[config.mk]
export PLATFORM = sky130hd
export DESIGN_NAME = prog_loader
export DESIGN_NICKNAME = d
export VERILOG_FILES = /design/src/rtl/prog_loader.sv
export SDC_FILE = /design/constraint.sdc
export NUM_CORES = 1
export LEC_CHECK = 0
export BUFFER_PORTS_ARGS = -buffer_cell sky130_fd_sc_hd__buf_2
export CAP_MARGIN = 25
export CORE_MARGIN = 2
export CORE_UTILIZATION = 50
export CTS_BUF_LIST = sky130_fd_sc_hd__clkbuf_16
export CTS_CLUSTER_SIZE = 20
export DETAILED_ROUTE_END_ITERATION = 7
export GPL_ROUTABILITY_DRIVEN = 1
export PLACE_DENSITY = 0.86
export RECOVER_POWER = 50
export SLEW_MARGIN = 10
export SYNTH_ARGS = -nofsm -noshare
export SYNTH_HDL_FRONTEND = slang
export SYNTH_SLANG_ARGS = --single-unit
[constraint.sdc]
create_clock -name clk -period 4.9 [get_ports clk]
set_input_delay 0.98 -clock clk [delete_from_list [all_inputs] [get_ports clk]]
set_output_delay 0.98 -clock clk [all_outputs]
set_load 0.01 [all_outputs]
[src/rtl/prog_loader.sv]
`default_nettype none
// ============================================================================
// Module      : prog_loader
// Description : Byte-stream boot loader. It parses a command stream and fills
//               the instruction BRAM and data BRAM one 32-bit word at a time.
//               It then releases the single-cycle core from reset and stall.
//
//               Stream grammar:
//                 CMD_INSTR | CMD_DATA, N[7:0], N[15:8], N x (4 bytes, LE)
//                 CMD_RUN   -> core_rst pulse, then the core runs
//                 CMD_HALT  -> (in RUN) stall the core, return to loading
//
//               Ports:
//                 clk, rst            clock, async active-high reset
//                 s_dat/s_valid/s_ready  byte stream handshake
//                 i_w_addr/dat/enb    instruction BRAM write port
//                 d_w_addr/dat/enb    data BRAM write port
//                 pc_stall, core_rst, d_bram_init_done  core control
//                 busy                a section is in progress
//                 error               sticky section-length error
// Revision    : 1.0 - initial release
// ============================================================================
module prog_loader #(
    parameter int         ADDR_WIDTH = 10,
    parameter int         MAX_WORDS  = 256,
    parameter logic [7:0] CMD_INSTR  = 8'hA5,
    parameter logic [7:0] CMD_DATA   = 8'h5A,
    parameter logic [7:0] CMD_RUN    = 8'hC3,
    parameter logic [7:0] CMD_HALT   = 8'h3C
) (
    input  logic                  clk,
    input  logic                  rst,
    input  logic [7:0]            s_dat,
    input  logic                  s_valid,
    output logic                  s_ready,
    output logic [ADDR_WIDTH-1:0] i_w_addr,
    output logic [31:0]           i_w_dat,
    output logic                  i_w_enb,
    output logic [ADDR_WIDTH-1:0] d_w_addr,
    output logic [31:0]           d_w_dat,
    output logic                  d_w_enb,
    output logic                  pc_stall,
    output logic                  core_rst,
    output logic                  d_bram_init_done,
    output logic                  busy,
    output logic                  error
);

    localparam logic [2:0] IDLE     = 3'd0;
    localparam logic [2:0] CNT_LO   = 3'd1;
    localparam logic [2:0] CNT_HI   = 3'd2;
    localparam logic [2:0] BYTE     = 3'd3;
    localparam logic [2:0] WRITE    = 3'd4;
    localparam logic [2:0] CORE_RST = 3'd5;
    localparam logic [2:0] RUN      = 3'd6;
    localparam logic [2:0] ERROR    = 3'd7;

    localparam logic [16:0] c_max_words = 17'(MAX_WORDS);

    logic [2:0]  r_state;
    logic        r_sect_data;   // 1: current section targets data BRAM
    logic [15:0] r_count;       // word count N of the current section
    logic [15:0] r_word_idx;
    logic [1:0]  r_byte_cnt;
    logic [23:0] r_shift;       // first three payload bytes of a word

    logic        w_xfer;
    logic [15:0] w_n;
    logic [31:0] w_word;
    logic [ADDR_WIDTH-1:0] w_addr;

    assign s_ready = (r_state != WRITE) && (r_state != CORE_RST);
    assign w_xfer  = s_valid && s_ready;
    // Count is complete when the high byte arrives; combine it with the low
    // byte already held in r_count.
    assign w_n     = {s_dat, r_count[7:0]};
    // The 4th byte lands directly in bits [31:24] so the write can be
    // registered on the same edge that accepts it.
    assign w_word  = {s_dat, r_shift};
    assign w_addr  = {r_word_idx[ADDR_WIDTH-3:0], 2'b00};

    always_ff @(posedge clk or posedge rst) begin
        if (rst) begin
            r_state          <= IDLE;
            r_sect_data      <= 1'b0;
            r_count          <= 16'd0;
            r_word_idx       <= 16'd0;
            r_byte_cnt       <= 2'd0;
            r_shift          <= 24'd0;
            i_w_addr         <= '0;
            i_w_dat          <= 32'd0;
            i_w_enb          <= 1'b0;
            d_w_addr         <= '0;
            d_w_dat          <= 32'd0;
            d_w_enb          <= 1'b0;
            pc_stall         <= 1'b1;
            core_rst         <= 1'b0;
            d_bram_init_done <= 1'b0;
            busy             <= 1'b0;
            error            <= 1'b0;
        end else begin
            // Pulses last exactly the one cycle after they are set.
            i_w_enb  <= 1'b0;
            d_w_enb  <= 1'b0;
            core_rst <= 1'b0;

            case (r_state)
                IDLE: begin
                    if (w_xfer) begin
                        if (s_dat == CMD_INSTR || s_dat == CMD_DATA) begin
                            r_sect_data <= (s_dat == CMD_DATA);
                            r_word_idx  <= 16'd0;
                            r_state     <= CNT_LO;
                        end else if (s_dat == CMD_RUN) begin
                            core_rst <= 1'b1;
                            r_state  <= CORE_RST;
                        end
                    end
                end

                CNT_LO: begin
                    if (w_xfer) begin
                        r_count[7:0] <= s_dat;
                        r_state      <= CNT_HI;
                    end
                end

                CNT_HI: begin
                    if (w_xfer) begin
                        r_count <= w_n;
                        if (w_n == 16'd0) begin
                            r_state <= IDLE;
                        end else if ({1'b0, w_n} > c_max_words) begin
                            error   <= 1'b1;
                            r_state <= ERROR;
                        end else begin
                            busy       <= 1'b1;
                            r_byte_cnt <= 2'd0;
                            r_state    <= BYTE;
                        end
                    end
                end

                BYTE: begin
                    if (w_xfer) begin
                        if (r_byte_cnt == 2'd3) begin
                            if (r_sect_data) begin
                                d_w_enb  <= 1'b1;
                                d_w_addr <= w_addr;
                                d_w_dat  <= w_word;
                            end else begin
                                i_w_enb  <= 1'b1;
                                i_w_addr <= w_addr;
                                i_w_dat  <= w_word;
                            end
                            r_byte_cnt <= 2'd0;
                            r_state    <= WRITE;
                        end else begin
                            r_shift    <= {s_dat, r_shift[23:8]};
                            r_byte_cnt <= r_byte_cnt + 2'd1;
                        end
                    end
                end

                WRITE: begin
                    r_word_idx <= r_word_idx + 16'd1;
                    if (r_word_idx == r_count - 16'd1) begin
                        busy    <= 1'b0;
                        r_state <= IDLE;
                    end else begin
                        r_state <= BYTE;
                    end
                end

                CORE_RST: begin
                    pc_stall         <= 1'b0;
                    d_bram_init_done <= 1'b1;
                    r_state          <= RUN;
                end

                RUN: begin
                    if (w_xfer && s_dat == CMD_HALT) begin
                        pc_stall         <= 1'b1;
                        d_bram_init_done <= 1'b0;
                        r_state          <= IDLE;
                    end
                end

                ERROR: begin
                    r_state <= ERROR;
                end

                default: begin
                    r_state <= IDLE;
                end
            endcase
        end
    end

endmodule
`default_nettype wire

* Word-level counts from Yosys, hierarchy flattened
Index checks and enable logic that the tools add are counted.
Word-level totals: bits in registers 149, input bits 11, output and inout port bits 92
Operators by class: add/subtract/negate cells 3, equality and inequality tests 26, reduce and logical (&&, ||, !) cells 22, bitwise gates (word level) 4, $lt $le $gt $ge 1, mux-type cells 44
Operator list (number):
- 2-to-1 mux 16 bit | 2
- one-hot mux 16 bit (2 select lines) | 1
- 2-to-1 mux 3 bit | 10
- one-hot mux 3 bit (8 select lines) | 1
- inequality test 2 bit, second input constant | 10
- 2-to-1 mux 1 bit | 18
- adder 16 x 1 -> 16 bit, second input constant | 1
- equality test 16 bit | 1
- equality test 8 bit, second input constant | 2
- > comparator 16 x 9 -> 1 bit, second input constant | 1
- zero test 16 bit | 1
- one-hot mux 8 bit (2 select lines) | 1
- subtractor 16 x 1 -> 16 bit, second input constant | 1
- equality test 3 bit, second input constant | 4
- 2-to-1 mux 2 bit | 6
- AND reduction 3 bit | 4
- AND reduction 4 bit | 3
- AND reduction 5 bit | 2
- inequality test 3 bit, second input constant | 3
- equality test 8 x 6 -> 1 bit, second input constant | 1
- equality test 8 x 7 -> 1 bit, second input constant | 1
- 2-to-1 mux 8 bit | 1
- nonzero test 2 bit | 4
- AND reduction 7 bit | 1
- 11 further kinds | 20

* Logic depth before layout (Yosys ltp)
Gate-level depths: netlist of run 1.
depth in word-level cells 6, gate-level depth with buffers 8

* Worst setup path before layout of run 1
No wires, ideal clock.
path kind in2reg, from in s_valid, to reg r_shift[17], cell stages on the path 7, data required time 4.775 ns, path slack 2.453 ns, setup time 0.125 ns, arrival 2.322 ns, cells stage by stage inv_2 nor2_1 and3_1 nor2b_1 clkbuf_1 buf_2 mux2_2
Between the ends: word-level cells in the longest chain between the ends 2
RTL lines:
- start: declaration | RTL line 34 | input logic s_valid,
- logical AND 1 bit | RTL line 73 | assign w_xfer = s_valid && s_ready;
- AND reduction 3 bit (no line)
- end signal: assignment | RTL line 159 | r_shift <= {s_dat, r_shift[23:8]};
- end: declaration | RTL line 65 | logic [23:0] r_shift;
No other way between the ends. A chain may end at the register's enable or synchronous reset.

* Final worst setup path of run 1
from in s_valid, to reg i_w_dat[16]
Between the ends: word-level cells in the longest chain between the ends 2
RTL lines:
- logical AND 1 bit | RTL line 73
- AND reduction 4 bit (no line)
- end signal: assignment | RTL line 154 | i_w_dat <= w_word;
- end: declaration | RTL line 37 | output logic [31:0] i_w_dat,
No other way between the ends.

==> impl_metrics.yaml, run 1 <==
clock_network:
  cts_made_buffers: 17
  ctsHtreeMaxLevel: 4
  clock-root-buffer: "clkbuf_16"
  cts_tree: "done"
  clk-insertion-delay-late_ns: 0.44
  post_cts_buffers: 0
  cts_resized: 0
  hold_buffers: 0
  path_clk_slew_ns: 0.07
  cts.sinks: 149
  ctsLongestPathBuffers: 2
power_and_ir_drop:
  power_leakage_nw: 3.840
  power_density_nw_per_um2: 547.3
  pwr-share-clk_pct: 33.9
  combPwrFrac_pct: 22.8
  p_sw_share_pct: 33.29
  ir_drop_v: 0.0003196
  finalPower_mw: 4.330
  p_seq_share_pct: 43.3
  internal_power_mw: 2.889
  switchingPower_mw: 1.441
hold_path:
  hp-start: "error"
  hold_class: "reg2reg"
die:
  die_w_um: 119.3
  core_region_area_um2: 13140
  core.rowCount: 42
  pin_count: 103
  die_y_um: 119.3
  initial_core_util_pct: 50.60
  dieArea_um2: 14230
synthesis:
  yosys_warnings: 0
  yosys_most_used_dff: "dfrtp_1"
  ys_types: 62
  synth_area_um2: 6648
  synthArstFlopShare_pct: 100.0
  ys_seq_area_share_pct: 56.11
  synth_edf_count: 0
  syn_area_per_cell_um2: 12.69
  syn_inst: 524
  ys_ff_latch: 149
run_status:
  status: "finished, final reports clean"
worst_setup_path:
  cp.required_ns: 5.22
  critPathLaunch: "s_valid"
  crit_fanout: 26
  regToRegStartpoint: "r_state[2]"
  cp.arrival_ns: 3.43
  cp_cell_sequence: "clkbuf_1 > inv_1 > nor2_1 > and3_1 > nand2_1 > nor2_4 > buf_4 > mux2_2"
  cpMaxStageDelayCell: "nor2_4"
  critPathLaunchType: "input port"
  critPathKind: "in2reg"
  cpPeakStageDelay_ns: 0.67
  cp-end-kind: "flip-flop"
global_route:
  antenna_found_initial: 0
  grt_pass1_wl_um: 25520
  grt_pass1_vias: 4860
  grt_max_degree: 150
  grt_usage_pct: 23.22
  gr-total-overflow: 0
route:
  postRouteWirelength_um: 15580
  drtAntennaViolNets: 0
  drc: 0
  routedWlPerCell_um: 19.24
  drt_iter0_drc: 473
  via_count: 4753
  via_per_inst: 5.868
  firstDrtPassIters: 5
sta:
  rsz0062_at_grt: "false"
  period_share_pct: 63.48
  timing.final.crit_period_ns: 3.110
  setup_viol: 0
  fmax_mhz: 321.5
  drv_slew: 0
  tightest_slew_ns: 0.8698
  finClkSkew_ns: 0.009997
  setup-tns-final_ns: 0
  hold_viol: 0
  relSlewSlack_pct: 41.48
placement:
  dpl.hpwl_um: 10390
  io_buffers: 98
  placed_area_um2: 7298
  gp_congestion: 0.9593
finish:
  final_core_util_pct: 60.23
  drive_gt1_share_pct: 31.07
  nNetsFinal: 635
  fillCellCount: 1009
  diodes: 0
  area_delta_synth_final_pct: 19.03
  design_area_um2: 7913
flow_run:
  drv_cap: 0
==> flip-flops by register name, summed over array words and instances, names as in the netlist, 2 cells and up <==
register    flops
r_count        16
r_byte_cnt      2
r_shift        24
i_w_dat        32
i_w_addr        8
r_word_idx     16
r_state         3
d_w_addr        8
d_w_dat        32
==> path summary, 6_finish.rpt <==
check | endpoint | slack, ns | depth (start not counted)
worst max-delay path | i_w_dat[16] | 1.79 | 8
worst min-delay path | error | 0.47 | 1
max in group asynchronous | d_w_addr[7] | 3.55 | 3
worst min register to register | error | 0.47 | 1
min in group asynchronous | d_w_dat[4] | 0.78 | 3
worst max register to register | i_w_dat[16] | 2.01 | 6
==> metal layers <==
metal,track usage [%],routed length [um],vias to the layer above
li1,-,-,2074
met1,30.53,6586,2435
met2,35.99,7497,209
met3,5.987,1054,35
met4,11.40,445,0
met5,0,0,-
==> synth_stat cells (8+ instances only) <==
| master | instances | share of area (%) |
|---|---|---|
| nor2_1 | 26 | 1.5 |
| and3_1 | 8 | 0.75 |
| a21oi_1 | 9 | 0.68 |
| inv_1 | 11 | 0.62 |
| clkbuf_1 | 13 | 0.73 |
| xnor2_1 | 14 | 1.8 |
| nand3_1 | 10 | 0.75 |
| xor2_1 | 10 | 1.3 |
| mux2_1 | 32 | 5.4 |
| o21ai_0 | 19 | 1.4 |
| nand2_1 | 28 | 1.6 |
| dfrtp_1 | 148 | 56 |
| mux2_2 | 84 | 14 |
| buf_2 | 8 | 0.60 |
==> worst max-delay path: cells and delay by family <==
kind                   cells  cell delay [ns]
buffers and inverters      3             0.74
muxes                      1             0.38
and+or+nand+nor            4             1.30
==> metrics by stage <==
step	setup WS, ns	instances	hold slack (ns)
6_report	1.790	810	0.4737
5_1_grt	1.659	810	0.4975
4_1_cts	1.989	809	0.4811
3_5_place_dp	1.569	777	0.4603
3_3_place_gp	1.683	776	0.4589
2_1_floorplan	2.046	527	0.4470
==> cell usage in the layout, fill, tap and decap left out, types with 5 or more instances in the layout <==
| cell type | count |
|---|---|
| dfrtp_1 | 148 |
| mux2_2 | 84 |
| buf_2 | 62 |
| clkbuf_1 | 37 |
| mux2_1 | 32 |
| nand2_1 | 28 |
| nor2_1 | 25 |
| o21ai_0 | 19 |
| clkbuf_16 | 17 |
| xnor2_1 | 14 |
| inv_1 | 11 |
| nand3_1 | 10 |
| xor2_1 | 10 |
| a21oi_1 | 9 |
| and3_1 | 8 |
| nor4_1 | 8 |
| nand4_1 | 7 |
| o211ai_1 | 6 |
| nand2b_1 | 6 |
| bufinv_16 | 5 |
==> final cells by class <==
type	count	area (um^2)	area share, %
Multi-Input combinational cell	337	2739	34.61
Tap cell	176	220.2	2.783
Inverter	13	50.05	0.6325
Clock inverter	15	244.0	3.083
Timing Repair Buffer	103	504.2	6.373
Clock buffer	17	425.4	5.376
Sequential cell	149	3730	47.14
==> power groups by stage <==
| stage | logic, mW | clock network [mW] | registers, mW |
|---|---|---|---|
| 3_3_place_gp | 0.916 | 0 | 1.85 |
| 6_report | 0.988 | 1.47 | 1.87 |
| 2_1_floorplan | 0.797 | 0 | 1.75 |
| 5_1_grt | 1.09 | 1.53 | 1.92 |
| 4_1_cts | 0.993 | 1.48 | 1.87 |
| 3_5_place_dp | 0.965 | 0 | 1.88 |
==> logic make-up (layout without fill, tap and decap cells) <==
group	count (synthesis)	in the layout	share of synthesized area, %
buf+inv	41	148	2.917
mux	120	120	20.25
other cells	1	4	0.05641
xor+xnor	24	24	3.162
flops	149	149	56.11
compound gates	61	61	6.004
fa+ha+maj	3	3	0.5647
simple gates	125	125	10.94
No activity file was read; power rests on OpenSTA's default activity.
==> run 2, diff against run 1 <==
--- a/config.mk
+++ b/config.mk
@@ -13,7 +13,7 @@
 export CTS_CLUSTER_SIZE = 20
 export DETAILED_ROUTE_END_ITERATION = 7
 export GPL_ROUTABILITY_DRIVEN = 1
-export PLACE_DENSITY = 0.86
+export PLACE_DENSITY = 0.84
 export RECOVER_POWER = 50
 export SLEW_MARGIN = 10
 export SYNTH_ARGS = -nofsm -noshare
==> constraint.sdc (replaced) <==
create_clock -name clk -period 3 [get_ports clk]
set_input_delay 0.6 -clock clk [delete_from_list [all_inputs] [get_ports clk]]
set_output_delay 0.6 -clock clk [all_outputs]
set_load 0.01 [all_outputs]
==> impl_metrics.yaml, run 2 (synthesized netlist as in run 1, its figures left out) <==
run_status:
  status: "complete, but fails checks"
  violations: "capacitance limit, slew limit"
sta:
  fmax_mhz: 393.3
  setup-tns-final_ns: 0
  rsz0062_at_grt: "false"
  drv_slew: 150
  hold_viol: 0
  setup_ws_ns: 0.4573
  finClkSkew_ns: 0.009801
  timing.final.crit_period_ns: 2.543
  hold_ws_ns: 0.4699
  setup_viol: 0
  relSlewSlack_pct: -29.79
  period_share_pct: 84.76
  tightest_slew_ns: 1.947
worst_setup_path:
  cp.arrival_ns: 2.83
  cp-end-kind: "flip-flop"
  critPathLaunchType: "flip-flop"
  cp.required_ns: 3.29
  crit_fanout: 5
  critPathKind: "reg2reg"
finish:
  nNetsFinal: 636
  drive_gt1_share_pct: 30.08
  mostFrequentLayoutCells: "dfrtp_1, mux2_2, buf_2"
  layout_commonest_cell: "dfrtp_1"
  area_delta_synth_final_pct: 18.80
  fin_cells: 811
  diodes: 0
  biggestRegsByFlops: "d_w_dat x32, i_w_dat x32, r_shift x24"
flow_run:
  drv_cap: 1
route:
  postRouteWirelength_um: 15140
  via_count: 4627
  via_per_inst: 5.705
  drt_iter0_drc: 310
  firstDrtPassIters: 5
  routedWlPerCell_um: 18.67
  drc: 0
  drtAntennaViolNets: 0
global_route:
  grt_max_degree: 150
  antenna_found_initial: 0
  gr-total-overflow: 0
  grt_pass1_vias: 4654
  grt_usage_pct: 22.59
  grt_pass1_wl_um: 24790
clock_network:
  cts_tree: "done"
  clk-insertion-delay-late_ns: 0.43
  ctsHtreeMaxLevel: 4
  path_clk_slew_ns: 0.06
  cts.sinks: 149
  clock-root-buffer: "clkbuf_16"
  cts_resized: 0
  ctsLongestPathBuffers: 2
  cts_made_buffers: 17
  hold_buffers: 0
  post_cts_buffers: 0
power_and_ir_drop:
  power_density_nw_per_um2: 890.6
  ir_drop_v: 0.0004495
  combPwrFrac_pct: 23.4
  internal_power_mw: 4.719
  power_leakage_nw: 3.805
  switchingPower_mw: 2.314
  p_seq_share_pct: 43.2
  p_sw_share_pct: 32.90
  finalPower_mw: 7.033
  pwr-share-clk_pct: 33.4
placement:
  gp_congestion: 0.9665
  placed_cells: 779
  post-place-ws_ns: 0.5404
  dpl.hpwl_um: 10300
  io_buffers: 98
die:
  core.rowCount: 42
  die_y_um: 119.3
  die_w_um: 119.3
  initial_core_util_pct: 50.60
  dieArea_um2: 14230
  pin_count: 103
  core_region_area_um2: 13140
hold_path:
  hold_class: "in2reg"
## run 2: layout make-up
cell class | instances | area [um^2]
tap | 176 | 220.2
inverter | 13 | 52.55
clock inverter | 15 | 227.7
sequential | 149 | 3730
multi-input combinational | 337 | 2750
fill | 1069 | 5240
timing repair buffer | 104 | 491.7
clock buffer | 17 | 425.4
## run 2: metal layers
| metal | vias to the layer above | global-route usage, % | part of all wire, % |
|---|---|---|---|
| met5 | - | 0 | 0 |
| met4 | 0 | 9.926 | 2.7 |
| met3 | 29 | 5.029 | 4.9 |
| met2 | 145 | 37.00 | 51 |
| met1 | 2376 | 28.98 | 42 |
| li1 | 2077 | - | - |
## run 2: worst max-delay path, cell delays in order, from the launching register on
cell and delay [ns]:
dfrtp_1 0.43, inv_1 0.11, ha_1 0.21, nor3b_1 0.54, a31oi_1 0.19, nor4b_2 0.28
o221ai_2 0.15, nor4b_2 0.35, o211ai_1 0.14
## run 2: power by group through the flow
stage / Combinational, mW / Sequential [mW] / Clock [mW]
6_report: 1.64 / 3.04 / 2.35
5_1_grt: 1.81 / 3.11 / 2.46
4_1_cts: 1.66 / 3.03 / 2.38
3_5_place_dp: 1.64 / 3.05 / 0
3_3_place_gp: 1.55 / 3.01 / 0
2_1_floorplan: 1.30 / 2.85 / 0
## run 2: path summary, 6_finish.rpt
kind                            start     endpoint  slack, ns  depth (start not counted)
hold reg to reg                 error        error       0.48                          1
setup / recovery           r_count[0]   r_state[0]       0.46                          8
hold / removal                s_valid     core_rst       0.47                          3
setup reg to reg           r_count[0]   r_state[0]       0.46                          8
min in group asynchronous         rst   i_w_dat[4]       0.86                          3
max in group asynchronous         rst  d_w_addr[8]       0.89                          3
## run 2: stage by stage
| stage | instance area (um^2) | util, % |
|---|---|---|
| 2_1_floorplan | 6663 | - |
| 3_3_place_gp | 7313 | 55.67 |
| 3_5_place_dp | 7313 | 55.67 |
| 4_1_cts | 7966 | 60.64 |
| 5_1_grt | 7898 | 60.11 |
| 6_report | 7898 | 60.11 |
==> run 3, diff against run 2 <==
--- a/config.mk
+++ b/config.mk
@@ -13,7 +13,7 @@
 export CTS_CLUSTER_SIZE = 20
 export DETAILED_ROUTE_END_ITERATION = 7
 export GPL_ROUTABILITY_DRIVEN = 1
-export PLACE_DENSITY = 0.84
+export PLACE_DENSITY = 0.86
 export RECOVER_POWER = 50
 export SLEW_MARGIN = 10
 export SYNTH_ARGS = -nofsm -noshare
==> constraint.sdc (replaced) <==
create_clock -name clk -period 2.1 [get_ports clk]
set_input_delay 0.42 -clock clk [delete_from_list [all_inputs] [get_ports clk]]
set_output_delay 0.42 -clock clk [all_outputs]
set_load 0.01 [all_outputs]
==> impl_metrics.yaml, run 3 (synthesized netlist as in run 1, its figures left out) <==
run_status:
  status: "complete, but fails checks"
  violations: "setup timing"
flow_run:
  drv_cap: 0
worst_setup_path:
  rrSetupSlack_ns: -0.02
  cp.arrival_ns: 2.42
  cp-end-kind: "flip-flop"
  regToRegStartpoint: "r_count[0]"
  timing.rr.end: "busy"
  cp.required_ns: 2.40
  rr_worst_depth: 9
  critPathLaunchType: "flip-flop"
  crit_fanout: 8
  critPathLaunch: "r_count[0]"
  critPathKind: "reg2reg"
power_and_ir_drop:
  power_leakage_nw: 4.015
  power_density_nw_per_um2: 1229
  ir_drop_v: 0.0006162
finish:
  diodes: 0
  mostFrequentLayoutCells: "dfrtp_1, mux2_2, buf_2"
  biggestRegsByFlops: "d_w_dat x32, i_w_dat x32, r_shift x24"
  design_area_um2: 8239
  drive_gt1_share_pct: 36.54
  nNetsFinal: 677
  area_delta_synth_final_pct: 23.94
  layout_commonest_cell: "dfrtp_1"
die:
  core.rowCount: 42
  initial_core_util_pct: 50.60
  die_w_um: 119.3
  core_region_area_um2: 13140
  die_y_um: 119.3
  dieArea_um2: 14230
  pin_count: 103
clock_network:
  cts_tree: "done"
  clk-insertion-delay-late_ns: 0.42
  cts.sinks: 149
  ctsLongestPathBuffers: 2
  ctsHtreeMaxLevel: 4
  clock-root-buffer: "clkbuf_16"
  path_clk_slew_ns: 0.06
  cts_made_buffers: 17
sta:
  fmax_mhz: 471.5
  drv_slew: 0
  relSlewSlack_pct: 28.74
  timing.final.crit_period_ns: 2.121
  rsz0062_at_grt: "true"
  period_share_pct: 101.0
  tightest_slew_ns: 1.063
  finClkSkew_ns: 0.007161
  setup_ws_ns: -0.02097
  hold_viol: 0
  setup_viol: 3
global_route:
  antenna_found_initial: 0
  grt_max_degree: 43
  grt_pass1_wl_um: 26720
  gr-total-overflow: 0
  grt_usage_pct: 24.18
  grt_pass1_vias: 4980
placement:
  io_buffers: 98
  placed_area_um2: 7636
  gp_congestion: 0.9189
  dpl.hpwl_um: 11640
  post-place-ws_ns: -0.1410
hold_path:
  hold_class: "in2async"
route:
  via_per_inst: 5.772
  via_count: 4918
  routedWlPerCell_um: 20.03
  postRouteWirelength_um: 17070
  firstDrtPassIters: 5
  drc: 0
  drt_iter0_drc: 330
  drtAntennaViolNets: 0
-- run 3: worst max-delay path by stage --
stage	end	cells after the start
4_1_cts	r_state[1]	8
3_3_place_gp	r_state[0]	8
6_report	busy	9
2_1_floorplan	busy	1
3_5_place_dp	r_state[1]	8
5_1_grt	r_state[1]	8
-- run 3: critical path, cell delays in order, from the launching register on --
cell	delay, ns
dfrtp_1	0.40
buf_4	0.16
nor3_4	0.23
buf_12	0.16
a31oi_2	0.10
nor4b_4	0.29
o221ai_2	0.17
buf_4	0.17
nor4b_4	0.23
o21bai_1	0.09
-- run 3: metrics by stage --
| stage | util, % | std cells | hold WS, ns | setup TNS, ns | power [mW] |
|---|---|---|---|---|---|
| final | 62.71 | 852 | 0.1879 | -0.05742 | 10.13 |
| after global placement | 58.12 | 813 | 0.4634 | -0.1672 | 6.838 |
| after global routing | 62.71 | 852 | 0.2709 | -0.3172 | 10.58 |
| after floorplan | - | 527 | 0.4470 | -28.74 | 5.939 |
| after detailed placement | 58.12 | 813 | 0.4720 | -0.4357 | 6.995 |
| after CTS | 62.30 | 846 | 0.09390 | -0.1560 | 9.752 |
-- run 3: power breakdown --
group	internal, mW	switching, mW
combinational	1.51	1.65
sequential	3.53	0.759
clock	1.49	1.18
-- run 3: cell type report --
type / instances / area (um^2)
tap: 176 / 220.2
timing repair buffer: 145 / 828.3
multi-input combinational: 337 / 2890
fill: 999 / 4898
clock buffer: 17 / 425.4
inverter: 13 / 50.05
clock inverter: 15 / 92.59
sequential: 149 / 3732
-- run 3: per-layer routing --
| metal | share of wire (%) | vias up | global-route usage [%] |
|---|---|---|---|
| met5 | 0 | - | 0 |
| li1 | - | 2151 | - |
| met3 | 4.7 | 35 | 4.310 |
| met1 | 42 | 2563 | 31.64 |
| met2 | 51 | 169 | 40.09 |
| met4 | 2.4 | 0 | 9.853 |
-- run 3: repair_timing --
| action | 4_1_cts | 5_1_grt |
|---|---|---|
| endpoints found under the hold margin | 0 | 0 |
| hold buffers | 0 | 0 |
| setup buffers | 1 | 6 |
| gates resized for setup | 5 | 21 |
| pin swaps | 3 | 15 |
| setup endpoints to repair | 5 | 7 |
